--- src/rtl/pc_fetch_ctrl_if.sv ---
// Fetch-side bus between the program-counter sequencer and the instruction
// ROM / decoder. The sequencer presents pc; the decoder answers in the same
// cycle with the control decode of the instruction at that pc.
interface pc_fetch_ctrl_if;
  logic [15:0] pc;
  logic        halt_op;
  logic        jump;
  logic        branch_taken;
  logic [15:0] target;

  modport master (
    output pc,
    input  halt_op,
    input  jump,
    input  branch_taken,
    input  target
  );

  modport slave (
    input  pc,
    output halt_op,
    output jump,
    output branch_taken,
    output target
  );
endinterface

--- src/rtl/pc_fetch_ctrl.sv ---
// Program-counter / fetch sequencer. Waits in IDLE for start, steps pc each
// cycle in RUN, redirects on jump or taken branch, parks in HALTED on a HALT
// instruction. Counts retired instructions (saturating) and, when the
// BRANCH_COUNT_EN macro is defined, taken redirects (saturating). Without
// BRANCH_COUNT_EN the branch counter is absent and branch_count reads 0.
module pc_fetch_ctrl #(
  parameter logic [15:0] START_PC = 16'd0,
  parameter int          CNT_W    = 16
) (
  input  logic              clk,
  input  logic              reset,
  input  logic              start,
  input  logic              stall,
  pc_fetch_ctrl_if.master   bus,
  output logic              running,
  output logic              done,
  output logic [CNT_W-1:0]  instr_count,
  output logic [15:0]       branch_count
);

  typedef enum logic [1:0] {
    IDLE   = 2'b00,
    RUN    = 2'b01,
    HALTED = 2'b10
  } state_t;

  state_t             state_r, state_n;
  logic [15:0]        pc_r, pc_n;
  logic               running_r, running_n;
  logic               done_r, done_n;
  logic [CNT_W-1:0]   ic_r, ic_n;
`ifdef BRANCH_COUNT_EN
  logic [15:0]        bc_r, bc_n;
`endif

  // Increment that sticks at all-ones instead of wrapping.
  function automatic logic [CNT_W-1:0] sat_inc_instr(input logic [CNT_W-1:0] v);
    return (v == {CNT_W{1'b1}}) ? v : v + {{(CNT_W-1){1'b0}}, 1'b1};
  endfunction

`ifdef BRANCH_COUNT_EN
  // 16-bit saturating increment for the redirect counter.
  function automatic logic [15:0] sat_inc_16(input logic [15:0] v);
    return (v == 16'hFFFF) ? v : v + 16'd1;
  endfunction
`endif

  // Next-state and next-output decode; stall beats halt beats redirect beats step.
  always_comb begin
    state_n = state_r;
    pc_n    = pc_r;
    ic_n    = ic_r;
`ifdef BRANCH_COUNT_EN
    bc_n    = bc_r;
`endif
    case (state_r)
      IDLE: begin
        pc_n = START_PC;
        if (start) begin
          state_n = RUN;
          ic_n    = {CNT_W{1'b0}};
`ifdef BRANCH_COUNT_EN
          bc_n    = 16'd0;
`endif
        end else begin
          state_n = IDLE;
        end
      end
      RUN: begin
        if (stall) begin
          state_n = RUN;
        end else if (bus.halt_op) begin
          // pc stays on the HALT instruction, which itself retires.
          state_n = HALTED;
          ic_n    = sat_inc_instr(ic_r);
        end else if (bus.jump || bus.branch_taken) begin
          // Jump and taken branch together are one redirect.
          pc_n = bus.target;
          ic_n = sat_inc_instr(ic_r);
`ifdef BRANCH_COUNT_EN
          bc_n = sat_inc_16(bc_r);
`endif
        end else begin
          pc_n = pc_r + 16'd1;
          ic_n = sat_inc_instr(ic_r);
        end
      end
      HALTED: begin
        if (start) begin
          state_n = RUN;
          pc_n    = START_PC;
          ic_n    = {CNT_W{1'b0}};
`ifdef BRANCH_COUNT_EN
          bc_n    = 16'd0;
`endif
        end else begin
          state_n = HALTED;
        end
      end
      default: begin
        state_n = IDLE;
        pc_n    = START_PC;
      end
    endcase
    running_n = (state_n == RUN);
    done_n    = (state_n == HALTED);
  end

  // State, pc, flags and counters; synchronous reset overrides everything.
  always_ff @(posedge clk) begin
    if (reset) begin
      state_r   <= IDLE;
      pc_r      <= START_PC;
      running_r <= 1'b0;
      done_r    <= 1'b0;
      ic_r      <= {CNT_W{1'b0}};
`ifdef BRANCH_COUNT_EN
      bc_r      <= 16'd0;
`endif
    end else begin
      state_r   <= state_n;
      pc_r      <= pc_n;
      running_r <= running_n;
      done_r    <= done_n;
      ic_r      <= ic_n;
`ifdef BRANCH_COUNT_EN
      bc_r      <= bc_n;
`endif
    end
  end

  assign bus.pc      = pc_r;
  assign running     = running_r;
  assign done        = done_r;
  assign instr_count = ic_r;
`ifdef BRANCH_COUNT_EN
  assign branch_count = bc_r;
`else
  assign branch_count = 16'd0;
`endif

endmodule

--- src/flat_wrapper.sv ---
// flat-port wrapper written by rule: the top's interface ports become plain ports
module pc_fetch_ctrl_flat 
#(
  parameter logic [15:0] START_PC = 16'd0,
  parameter int          CNT_W    = 16
)
  (clk, reset, start, stall, running, done, instr_count, branch_count, bus_pc, bus_halt_op, bus_jump, bus_branch_taken, bus_target);
  pc_fetch_ctrl_if bus_i ();
  input  logic clk;
  input  logic reset;
  input  logic start;
  input  logic stall;
  output logic running;
  output logic done;
  output logic [CNT_W-1:0] instr_count;
  output logic [15:0] branch_count;
  output wire logic [$bits(bus_i.pc)-1:0] bus_pc;
  input wire logic [$bits(bus_i.halt_op)-1:0] bus_halt_op;
  input wire logic [$bits(bus_i.jump)-1:0] bus_jump;
  input wire logic [$bits(bus_i.branch_taken)-1:0] bus_branch_taken;
  input wire logic [$bits(bus_i.target)-1:0] bus_target;
  assign bus_pc = bus_i.pc;
  assign bus_i.halt_op = bus_halt_op;
  assign bus_i.jump = bus_jump;
  assign bus_i.branch_taken = bus_branch_taken;
  assign bus_i.target = bus_target;
  pc_fetch_ctrl #(.START_PC(START_PC), .CNT_W(CNT_W)) u_core (.clk(clk), .reset(reset), .start(start), .stall(stall), .bus(bus_i), .running(running), .done(done), .instr_count(instr_count), .branch_count(branch_count));
endmodule
--- config.mk ---
export PLATFORM = sky130hd
export DESIGN_NAME = pc_fetch_ctrl_flat
export DESIGN_NICKNAME = d
export VERILOG_FILES = /design/src/rtl/pc_fetch_ctrl_if.sv /design/src/rtl/pc_fetch_ctrl.sv /design/src/flat_wrapper.sv
export SDC_FILE = /design/constraint.sdc
export NUM_CORES = 1
export LEC_CHECK = 0
export ABC_AREA = 0
export CAP_MARGIN = 20
export CORE_UTILIZATION = 47
export CTS_CLUSTER_SIZE = 30
export DETAILED_ROUTE_END_ITERATION = 16
export HOLD_SLACK_MARGIN = 0.06
export MAX_ROUTING_LAYER = met4
export PLACE_DENSITY_LB_ADDON = 0.15
export SYNTH_ARGS = -nofsm -noshare
export SYNTH_HDL_FRONTEND = slang
export SYNTH_SLANG_ARGS = --single-unit
--- constraint.sdc ---
create_clock -name clk -period 2.8 [get_ports clk]
set_clock_uncertainty 0.1 [all_clocks]
set_input_delay 0.56 -clock clk [delete_from_list [all_inputs] [get_ports clk]]
set_output_delay 0.56 -clock clk [all_outputs]
set_load 0.005 [all_outputs]
==> flow_metrics.py, run 1 <==
metrics = {
    "worst_setup_path": {
        "worst_setup_path_start_kind": "input pin",
        "endpoint_kind": "flip-flop",
        "crit_required_ns": 2.93,
        "cp.arrival_ns": 2.52,
        "crit_slowest_cell": "or3b_1",
        "max_stage_delay_ns": 0.60,
        "critPathMaxFanout": 9,
        "crit_chain": "clkdlybuf4s50_1 > or3b_1 > nand2_8 > o21ai_4 > or4_1 > a21boi_1",
        "critPathKind": "input pin to flip-flop",
    },
    "synth": {
        "netlist_top_cells_area": "dfxtp_1, buf_4, nand2_1, nor2_1, a21oi_1",
        "syn_avg_cell_area_um2": 8.17,
        "async_flop_share_pct": 0,
        "synth_most_common_cell": "dfxtp_1",
        "synth_top_area_cell": "dfxtp_1",
        "yosys_warnings": 0,
        "synth_top_flop_cell": "dfxtp_1",
        "synth_top_area_share_pct": 31.5,
        "synth_seq_cells": 36,
        "synth-edff-count": 0,
        "yosysUniqueCellTypes": 68,
        "postSynthCellCount": 280,
        "synth_seq_area_share_pct": 31.5,
        "syn_area_mm2": 0.00229,
        "ys_top_cells_by_count": "dfxtp_1, nand2_1, nor2_1",
    },
    "drt": {
        "drc": 0,
        "vias": 2295,
        "wire_per_inst_um": 14.5,
        "ant_nets": 0,
        "drtIter0Drc": 136,
        "first_pass_iters": 4,
        "drt-total-wl_um": 5650,
        "via_per_inst": 5.90,
    },
    "floorplan": {
        "rows": 25,
        "die_w_um": 71.8,
        "initial_utilization_pct": 48.8,
        "dieArea_mm2": 0.00515,
        "coreArea_mm2": 0.00469,
        "die_h_um": 71.8,
        "io_pins": 73,
    },
    "pwr": {
        "p_per_area_mw_per_mm2": 377,
        "seqPwrFrac_pct": 48.2,
        "clkPwrFrac_pct": 37.4,
        "power.switching_mw": 0.283,
        "irDropWorstVdd_mv": 0.157,
        "swShare_pct": 25.7,
        "p_int_mw": 0.819,
        "leakage_nw": 1.05,
        "combPwrFrac_pct": 14.4,
        "total_power_mw": 1.10,
    },
    "cts": {
        "cts.repair.resized": 0,
        "cts_tree": "done",
        "clk_latency_ns": 0.29,
        "cts_setup_buffers": 0,
        "cts.clk_slew.worst_paths_ns": 0.07,
        "clock-root-buffer": "clkbuf_8",
        "cts_max_level": 2,
        "postCtsHoldBufs": 0,
        "numCtsBuffers": 5,
        "ctsLongestPathBuffers": 2,
        "cts.sinks": 36,
    },
    "global_routing": {
        "grt_overflow": 0,
        "grt_first_pass_wirelength_um": 9580,
        "grt_pass1_vias": 2048,
        "antenna_found_initial": 0,
        "grt_usage_pct": 24.1,
        "grt_max_degree": 21,
    },
    "sta": {
        "min_period_over_period_pct": 85.6,
        "slew_viol_final": 0,
        "fmax_mhz": 417,
        "slew_headroom_pct": 51.3,
        "final-setup-viol-count": 0,
        "hold_violations": 0,
        "rsz0062_at_grt": "no",
        "setup_tns_ns": 0,
        "worstMarginPinSlew_ns": 0.722,
        "period_minus_slack_ns": 2.40,
    },
    "layout": {
        "utilization_pct": 62.3,
        "layout.nets": 360,
        "drive_gt1_share_pct": 10.1,
        "diodes": 0,
        "final_area_mm2": 0.00292,
        "area_growth_pct": 27.8,
    },
    "place": {
        "placed_cell_area_mm2": 0.00283,
        "place_congestion": 0.856,
        "port_buffers": 56,
        "place_hpwl_um": 4090,
    },
    "min_path": {
        "hold_path_class": "flip-flop to flip-flop",
    },
    "run_status": {
        "status": "finished clean",
    },
    "flow_run": {
        "drv_cap": 0,
    },
}
[routing by layer]
metal / GRT usage [%] / vias up / wire (µm)
met3: 5.63 / 8 / 262
li1: - / 1135 / -
met5: - / - / 0
met2: 38.8 / 69 / 2760
met4: 6.97 / 0 / 77
met1: 30.1 / 1083 / 2550
[per-stage QoR]
| stage | cells | setup slack, ns | hold slack (ns) |
|---|---|---|---|
| global placement | 382 | 0.126 | 0.409 |
| finish | 389 | 0.404 | 0.413 |
| floorplan | 295 | 0.771 | 0.385 |
| CTS | 389 | 0.391 | 0.419 |
| detailed placement | 382 | 0.0927 | 0.409 |
| global route | 389 | 0.303 | 0.433 |
[power by group through the flow]
stage / Sequential, mW / Clock (mW) / Combinational, mW
after detailed placement: 0.542 / 0 / 0.158
after global routing: 0.532 / 0.444 / 0.176
after floorplan: 0.538 / 0 / 0.108
after global placement: 0.542 / 0 / 0.157
after CTS: 0.531 / 0.418 / 0.159
final: 0.531 / 0.412 / 0.159
[cell usage in the layout (no fill, tap or decap), types with 2 or more instances in the layout]
cell,netlist,final
a21o_1,3,3
a21oi_1,16,16
a221oi_1,2,2
a222oi_1,2,2
a22o_1,2,2
a22oi_1,5,5
a311oi_1,2,2
a31oi_1,10,10
a41o_2,3,3
a41oi_1,2,2
and2_1,3,3
and3_1,6,6
and4_1,4,4
buf_4,16,8
clkbuf_8,1,7
clkdlybuf4s50_1,0,56
conb_1,1,16
dfxtp_1,36,36
ha_1,2,2
nand2_1,32,32
nand3_1,9,9
nand4_1,7,7
nor2_1,25,25
nor3_1,6,6
nor3b_1,2,2
o21a_1,4,4
o21ai_0,15,15
o2bb2ai_1,2,2
o311ai_0,2,2
o31ai_1,5,5
or3_1,4,4
or3_2,2,2
or4_1,4,4
[flip-flops by register name, indices dropped and copies added (netlist names)]
signal and flops:
u_core.bus.pc 16, u_core.instr_count 16, u_core.state_r 2, u_core.done 1
u_core.running 1
[logic make-up (layout without fill, tap and decap cells)]
logic type | after synthesis | in the layout | share of synthesized area [%]
AO/OA/AOI/OAI | 82 | 82 | 24.9
XOR/XNOR | 2 | 2 | 0.766
adder cells (fa/ha/maj) | 2 | 2 | 1.09
buffers and inverters | 32 | 72 | 9.13
flip-flops | 36 | 36 | 31.5
multiplexers | 1 | 1 | 0.437
other | 1 | 16 | 0.164
AND/OR/NAND/NOR | 124 | 124 | 32.0
[final cells by class]
type	instances	area (µm²)
repair buffers	64	621
multi-input cells	227	1420
fillers	433	1770
inverters	1	3.75
well taps	54	67.6
flip-flops and latches	36	721
clock buffers	7	96.3
[worst max-delay path: cells and delay by family]
kind / cells / cell delay, ns
buf+inv: 1 / 0.51
simple gates: 3 / 1.22
compound gates: 2 / 0.23
[final timing paths]
kind | start | end | slack (ns) | cells past startpoint
worst min register to register | u_core.instr_count[1]$_SDFFE_PP0P_ | u_core.instr_count[1]$_SDFFE_PP0P_ | 0.41 | 2
worst max register to register | u_core.instr_count[0]$_SDFFE_PP0P_ | u_core.instr_count[6]$_SDFFE_PP0P_ | 0.54 | 6
worst min-delay path | u_core.instr_count[1]$_SDFFE_PP0P_ | u_core.instr_count[1]$_SDFFE_PP0P_ | 0.41 | 2
worst max-delay path | stall | u_core.instr_count[11]$_SDFFE_PP0P_ | 0.40 | 6
Power figures use the tool's default switching activity.
==> inputs of run 2 (changes only) <==
--- a/config.mk
+++ b/config.mk
@@ -7,12 +7,13 @@
 export LEC_CHECK = 0
 export ABC_AREA = 0
 export CAP_MARGIN = 20
-export CORE_UTILIZATION = 47
+export CORE_UTILIZATION = 23
 export CTS_CLUSTER_SIZE = 30
 export DETAILED_ROUTE_END_ITERATION = 16
 export HOLD_SLACK_MARGIN = 0.06
 export MAX_ROUTING_LAYER = met4
 export PLACE_DENSITY_LB_ADDON = 0.15
+export SLEW_MARGIN = 20
 export SYNTH_ARGS = -nofsm -noshare
 export SYNTH_HDL_FRONTEND = slang
 export SYNTH_SLANG_ARGS = --single-unit
==> run 2 against run 1 <==
  * Non-clock buffer count is the same
  * Final cell count grew 21%
  * Critical path depth is the same
  * Hold slack improved by 0.0090 ns
  * Register-to-register slack got worse by 0.03 ns
  * Cell area is 4.4% higher
  * Global-route usage shrank 10 points
  * Sequential share of layout area decreased by 1.0 points
  * Via count fell by 1.7%
  * First-iteration DRC count shrank 51%
  * Largest cell class unchanged
==> flow_metrics.py, run 2 (synthesis results as in run 1) <==
metrics = {
    "place": {
        "place_hpwl_um": 4820,
        "place_congestion": 0.848,
        "port_buffers": 56,
        "pre_cts_ws_ns": 0.133,
    },
    "min_path": {
        "hold_path_class": "flip-flop to flip-flop",
    },
    "layout": {
        "final_cell_mix": "clkdlybuf4s50_1, dfxtp_1, nand2_1",
        "diodes": 0,
        "drive_gt1_share_pct": 10.4,
        "multiInputGateArea_mm2": 0.00142,
        "layout.nets": 360,
        "area_growth_pct": 33.4,
        "layout.area.seq_um2": 721,
        "n_fill_cell": 1069,
        "layout_commonest_cell": "clkdlybuf4s50_1",
    },
    "cts": {
        "cts.sinks": 36,
        "postCtsHoldBufs": 0,
        "clk_latency_ns": 0.29,
        "clock-root-buffer": "clkbuf_8",
        "cts.clk_slew.worst_paths_ns": 0.08,
        "ctsLongestPathBuffers": 2,
        "cts.repair.resized": 0,
        "cts_setup_buffers": 0,
        "numCtsBuffers": 5,
        "cts_max_level": 2,
        "cts_tree": "done",
    },
    "global_routing": {
        "grt_max_degree": 28,
        "grt_overflow": 0,
        "antenna_found_initial": 0,
        "grt_first_pass_wirelength_um": 10700,
        "grt_usage_pct": 13.7,
        "grt_pass1_vias": 2129,
    },
    "worst_setup_path": {
        "worst_setup_path_start_kind": "input pin",
        "critPathKind": "input pin to flip-flop",
        "endpoint_kind": "flip-flop",
        "critPathMaxFanout": 9,
        "cp.arrival_ns": 2.49,
        "crit_required_ns": 2.93,
    },
    "drt": {
        "ant_nets": 0,
        "wire_per_inst_um": 13.7,
        "drtIter0Drc": 66,
        "drt-total-wl_um": 6420,
        "vias": 2256,
        "via_per_inst": 4.81,
        "first_pass_iters": 4,
        "drc": 0,
    },
    "pwr": {
        "leakage_nw": 1.06,
        "irDropWorstVdd_mv": 0.170,
        "p_per_area_mw_per_mm2": 396,
    },
    "sta": {
        "final-setup-viol-count": 0,
        "rsz0062_at_grt": "no",
        "setup_slack_ns": 0.439,
        "worstMarginPinSlew_ns": 0.512,
        "hold_violations": 0,
        "setup_tns_ns": 0,
        "slew_viol_final": 0,
        "min_period_over_period_pct": 84.3,
        "slew_headroom_pct": 65.9,
        "period_minus_slack_ns": 2.36,
        "fmax_mhz": 424,
    },
    "flow_run": {
        "drv_cap": 0,
    },
    "floorplan": {
        "die_w_um": 102,
        "die_h_um": 102,
        "initial_utilization_pct": 23.5,
        "dieArea_mm2": 0.0104,
        "io_pins": 73,
        "rows": 36,
        "coreArea_mm2": 0.00973,
    },
    "run_status": {
        "status": "finished clean",
    },
}
[run 2: path summary, 6_finish.rpt]
kind                                                            end                                from  slack (ns)  cells after the start
worst max-delay path            u_core.instr_count[11]$_SDFFE_PP0P_                               stall        0.44                      6
worst min-delay path             u_core.instr_count[1]$_SDFFE_PP0P_  u_core.instr_count[1]$_SDFFE_PP0P_        0.42                      2
worst max register to register   u_core.instr_count[6]$_SDFFE_PP0P_  u_core.instr_count[0]$_SDFFE_PP0P_        0.51                      6
worst min register to register   u_core.instr_count[1]$_SDFFE_PP0P_  u_core.instr_count[1]$_SDFFE_PP0P_        0.42                      2
[run 2: cell type report]
class	instances	share of cell area (%)
clock buffers	7	3.16
clock inverters	1	0.984
inverters	1	0.123
multi-input cells	227	46.4
flip-flops and latches	36	23.6
well taps	133	5.45
repair buffers	64	20.3
[run 2: worst max-delay path, stage by stage]
cell and delay, ns:
clkdlybuf4s50_1 0.47, or3b_1 0.59, nand2_8 0.15, o21ai_4 0.09, or4_1 0.47, a21boi_1 0.15
[run 2: layer usage]
metal | vias to the layer above | track usage (%) | share of wire (%)
li1 | 1130 | - | -
met1 | 1029 | 18.0 | 49
met2 | 88 | 21.0 | 44
met3 | 9 | 2.48 | 5.9
met4 | 0 | 4.24 | 1.5
met5 | - | - | 0
[run 2: where the power goes]
part	leakage (nW)	internal, mW	switching, mW
Combinational	0.707	0.0804	0.0832
Clock	0.0645	0.315	0.200
Sequential	0.291	0.519	0.0103
[run 2: through the flow]
step	hold slack [ns]	power (mW)	cells	area [µm²]	util (%)
2_1_floorplan	0.385	0.647	295	2340	-
3_3_place_gp	0.420	0.707	461	2930	30.1
3_5_place_dp	0.419	0.706	461	2930	30.1
4_1_cts	0.431	1.23	469	3050	31.4
5_1_grt	0.472	1.26	469	3050	31.4
6_report	0.422	1.21	469	3050	31.4
==> inputs of run 3 (changes only) <==
==> constraint.sdc (replaced) <==
create_clock -name clk -period 2.29 [get_ports clk]
set_clock_uncertainty 0.1 [all_clocks]
set_input_delay 0.458 -clock clk [delete_from_list [all_inputs] [get_ports clk]]
set_output_delay 0.458 -clock clk [all_outputs]
set_load 0.005 [all_outputs]
==> run 3 against run 2 <==
  * Final cell count is 4.3% higher
  * Highest routed layer unchanged
  * Non-clock buffer count is 21 higher
  * Hold slack worse by 0.0036 ns
  * Critical path depth stayed put
  * Cell area is 4.2% higher
  * Register-to-register slack worse by 0.31 ns
  * Sequential power is 22% higher
  * Largest cell class unchanged
  * Count of clock-buffer cells in the layout stayed put
  * Die area stayed put
  * Worst setup slack worse by 0.32 ns
  * Core utilization is 1.3 points higher
  * Via count is 5.8% higher
==> flow_metrics.py, run 3 (synthesis results as in run 1) <==
metrics = {
    "run_status": {
        "status": "finished clean",
    },
    "layout": {
        "finalNonFillerCells": 489,
        "layout.nets": 381,
        "final_area_mm2": 0.00318,
        "layout_commonest_cell": "clkdlybuf4s50_1",
        "drive_gt1_share_pct": 15.4,
        "area_growth_pct": 39.0,
        "final_cell_mix": "clkdlybuf4s50_1, dfxtp_1, nand2_1",
        "diodes": 0,
        "utilization_pct": 32.7,
    },
    "global_routing": {
        "grt_usage_pct": 14.5,
        "grt_first_pass_wirelength_um": 11300,
        "grt_overflow": 0,
        "grt_pass1_vias": 2299,
        "grt_max_degree": 18,
        "antenna_found_initial": 0,
    },
    "cts": {
        "postCtsHoldBufs": 0,
        "cts.sinks": 36,
        "clock-root-buffer": "clkbuf_8",
        "cts_setup_buffers": 0,
        "ctsLongestPathBuffers": 2,
        "clk_latency_ns": 0.29,
        "cts_tree": "done",
        "numCtsBuffers": 5,
        "cts.clk_slew.worst_paths_ns": 0.07,
        "cts.repair.resized": 0,
        "cts_max_level": 2,
    },
    "place": {
        "port_buffers": 56,
        "place_congestion": 0.884,
        "place_hpwl_um": 5250,
        "dpl.cell_count": 482,
        "placed_cell_area_mm2": 0.00308,
        "pre_cts_ws_ns": -0.173,
    },
    "worst_setup_path": {
        "crit_slowest_cell": "or3b_1",
        "critPathBufInv": 1,
        "critPathTopFamily": "simple AND/OR/NAND/NOR gates",
        "critPathKind": "input pin to flip-flop",
        "max_stage_delay_ns": 0.57,
        "cp.arrival_ns": 2.29,
        "critPathMaxFanout": 7,
        "crit_required_ns": 2.41,
        "endpoint_kind": "flip-flop",
        "crit_chain": "clkdlybuf4s50_1 > or3b_1 > nand2_8 > o21ai_4 > or4_1 > a21boi_1",
        "worst_setup_path_start_kind": "input pin",
    },
    "floorplan": {
        "die_h_um": 102,
        "rows": 36,
        "dieArea_mm2": 0.0104,
        "io_pins": 73,
        "die_w_um": 102,
        "coreArea_mm2": 0.00973,
        "initial_utilization_pct": 23.5,
    },
    "sta": {
        "min_period_over_period_pct": 94.6,
        "final-setup-viol-count": 0,
        "setup_tns_ns": 0,
        "rsz0062_at_grt": "no",
        "period_minus_slack_ns": 2.17,
        "fmax_mhz": 461,
        "setup_slack_ns": 0.123,
        "whs_ns": 0.419,
        "slew_viol_final": 0,
        "hold_violations": 0,
    },
    "flow_run": {
        "drv_cap": 0,
    },
    "drt": {
        "wire_per_inst_um": 14.1,
        "drt-total-wl_um": 6910,
        "via_per_inst": 4.88,
        "vias": 2387,
        "ant_nets": 0,
        "drc": 0,
        "first_pass_iters": 4,
        "drtIter0Drc": 71,
    },
    "pwr": {
        "leakage_nw": 1.15,
        "p_per_area_mw_per_mm2": 433,
        "total_power_mw": 1.38,
        "irDropWorstVdd_mv": 0.208,
    },
    "min_path": {
        "hold_path_class": "flip-flop to flip-flop",
    },
}
[run 3: power by group]
| group | leakage [nW] | internal (mW) | switching, mW | total [mW] |
|---|---|---|---|---|
| clock | 0.0503 | 0.268 | 0.237 | 0.505 |
| combinational | 0.811 | 0.117 | 0.109 | 0.226 |
| sequential | 0.291 | 0.635 | 0.0105 | 0.645 |
[run 3: tightest hold or removal path: stages, from the launching register on]
cell and delay [ns]:
dfxtp_1 0.35, nand2_1 0.07, a21oi_1 0.05
[run 3: routing by layer]
metal	up-vias	track usage [%]	share of wire, %
met5	-	-	0
met4	0	4.35	1.5
met3	11	2.62	3.8
met2	65	23.4	46
met1	1138	18.3	49
li1	1173	-	-
[run 3: final cells by class]
class	instances	area [µm²]
Timing Repair Buffer	85	778
Fill cell	1063	6550
Clock buffer	7	96.3
Inverter	1	3.75
Tap cell	133	166
Sequential cell	36	721
Multi-Input combinational cell	227	1420
[run 3: path summary, 6_finish.rpt]
kind                                                    startpoint                             endpoint  slack [ns]  cells after the start
worst max register to register  u_core.instr_count[0]$_SDFFE_PP0P_   u_core.instr_count[5]$_SDFFE_PP0P_        0.20                      6
worst min register to register  u_core.instr_count[1]$_SDFFE_PP0P_   u_core.instr_count[1]$_SDFFE_PP0P_        0.42                      2
worst min-delay path            u_core.instr_count[1]$_SDFFE_PP0P_   u_core.instr_count[1]$_SDFFE_PP0P_        0.42                      2
worst max-delay path                                         stall  u_core.instr_count[11]$_SDFFE_PP0P_        0.12                      6
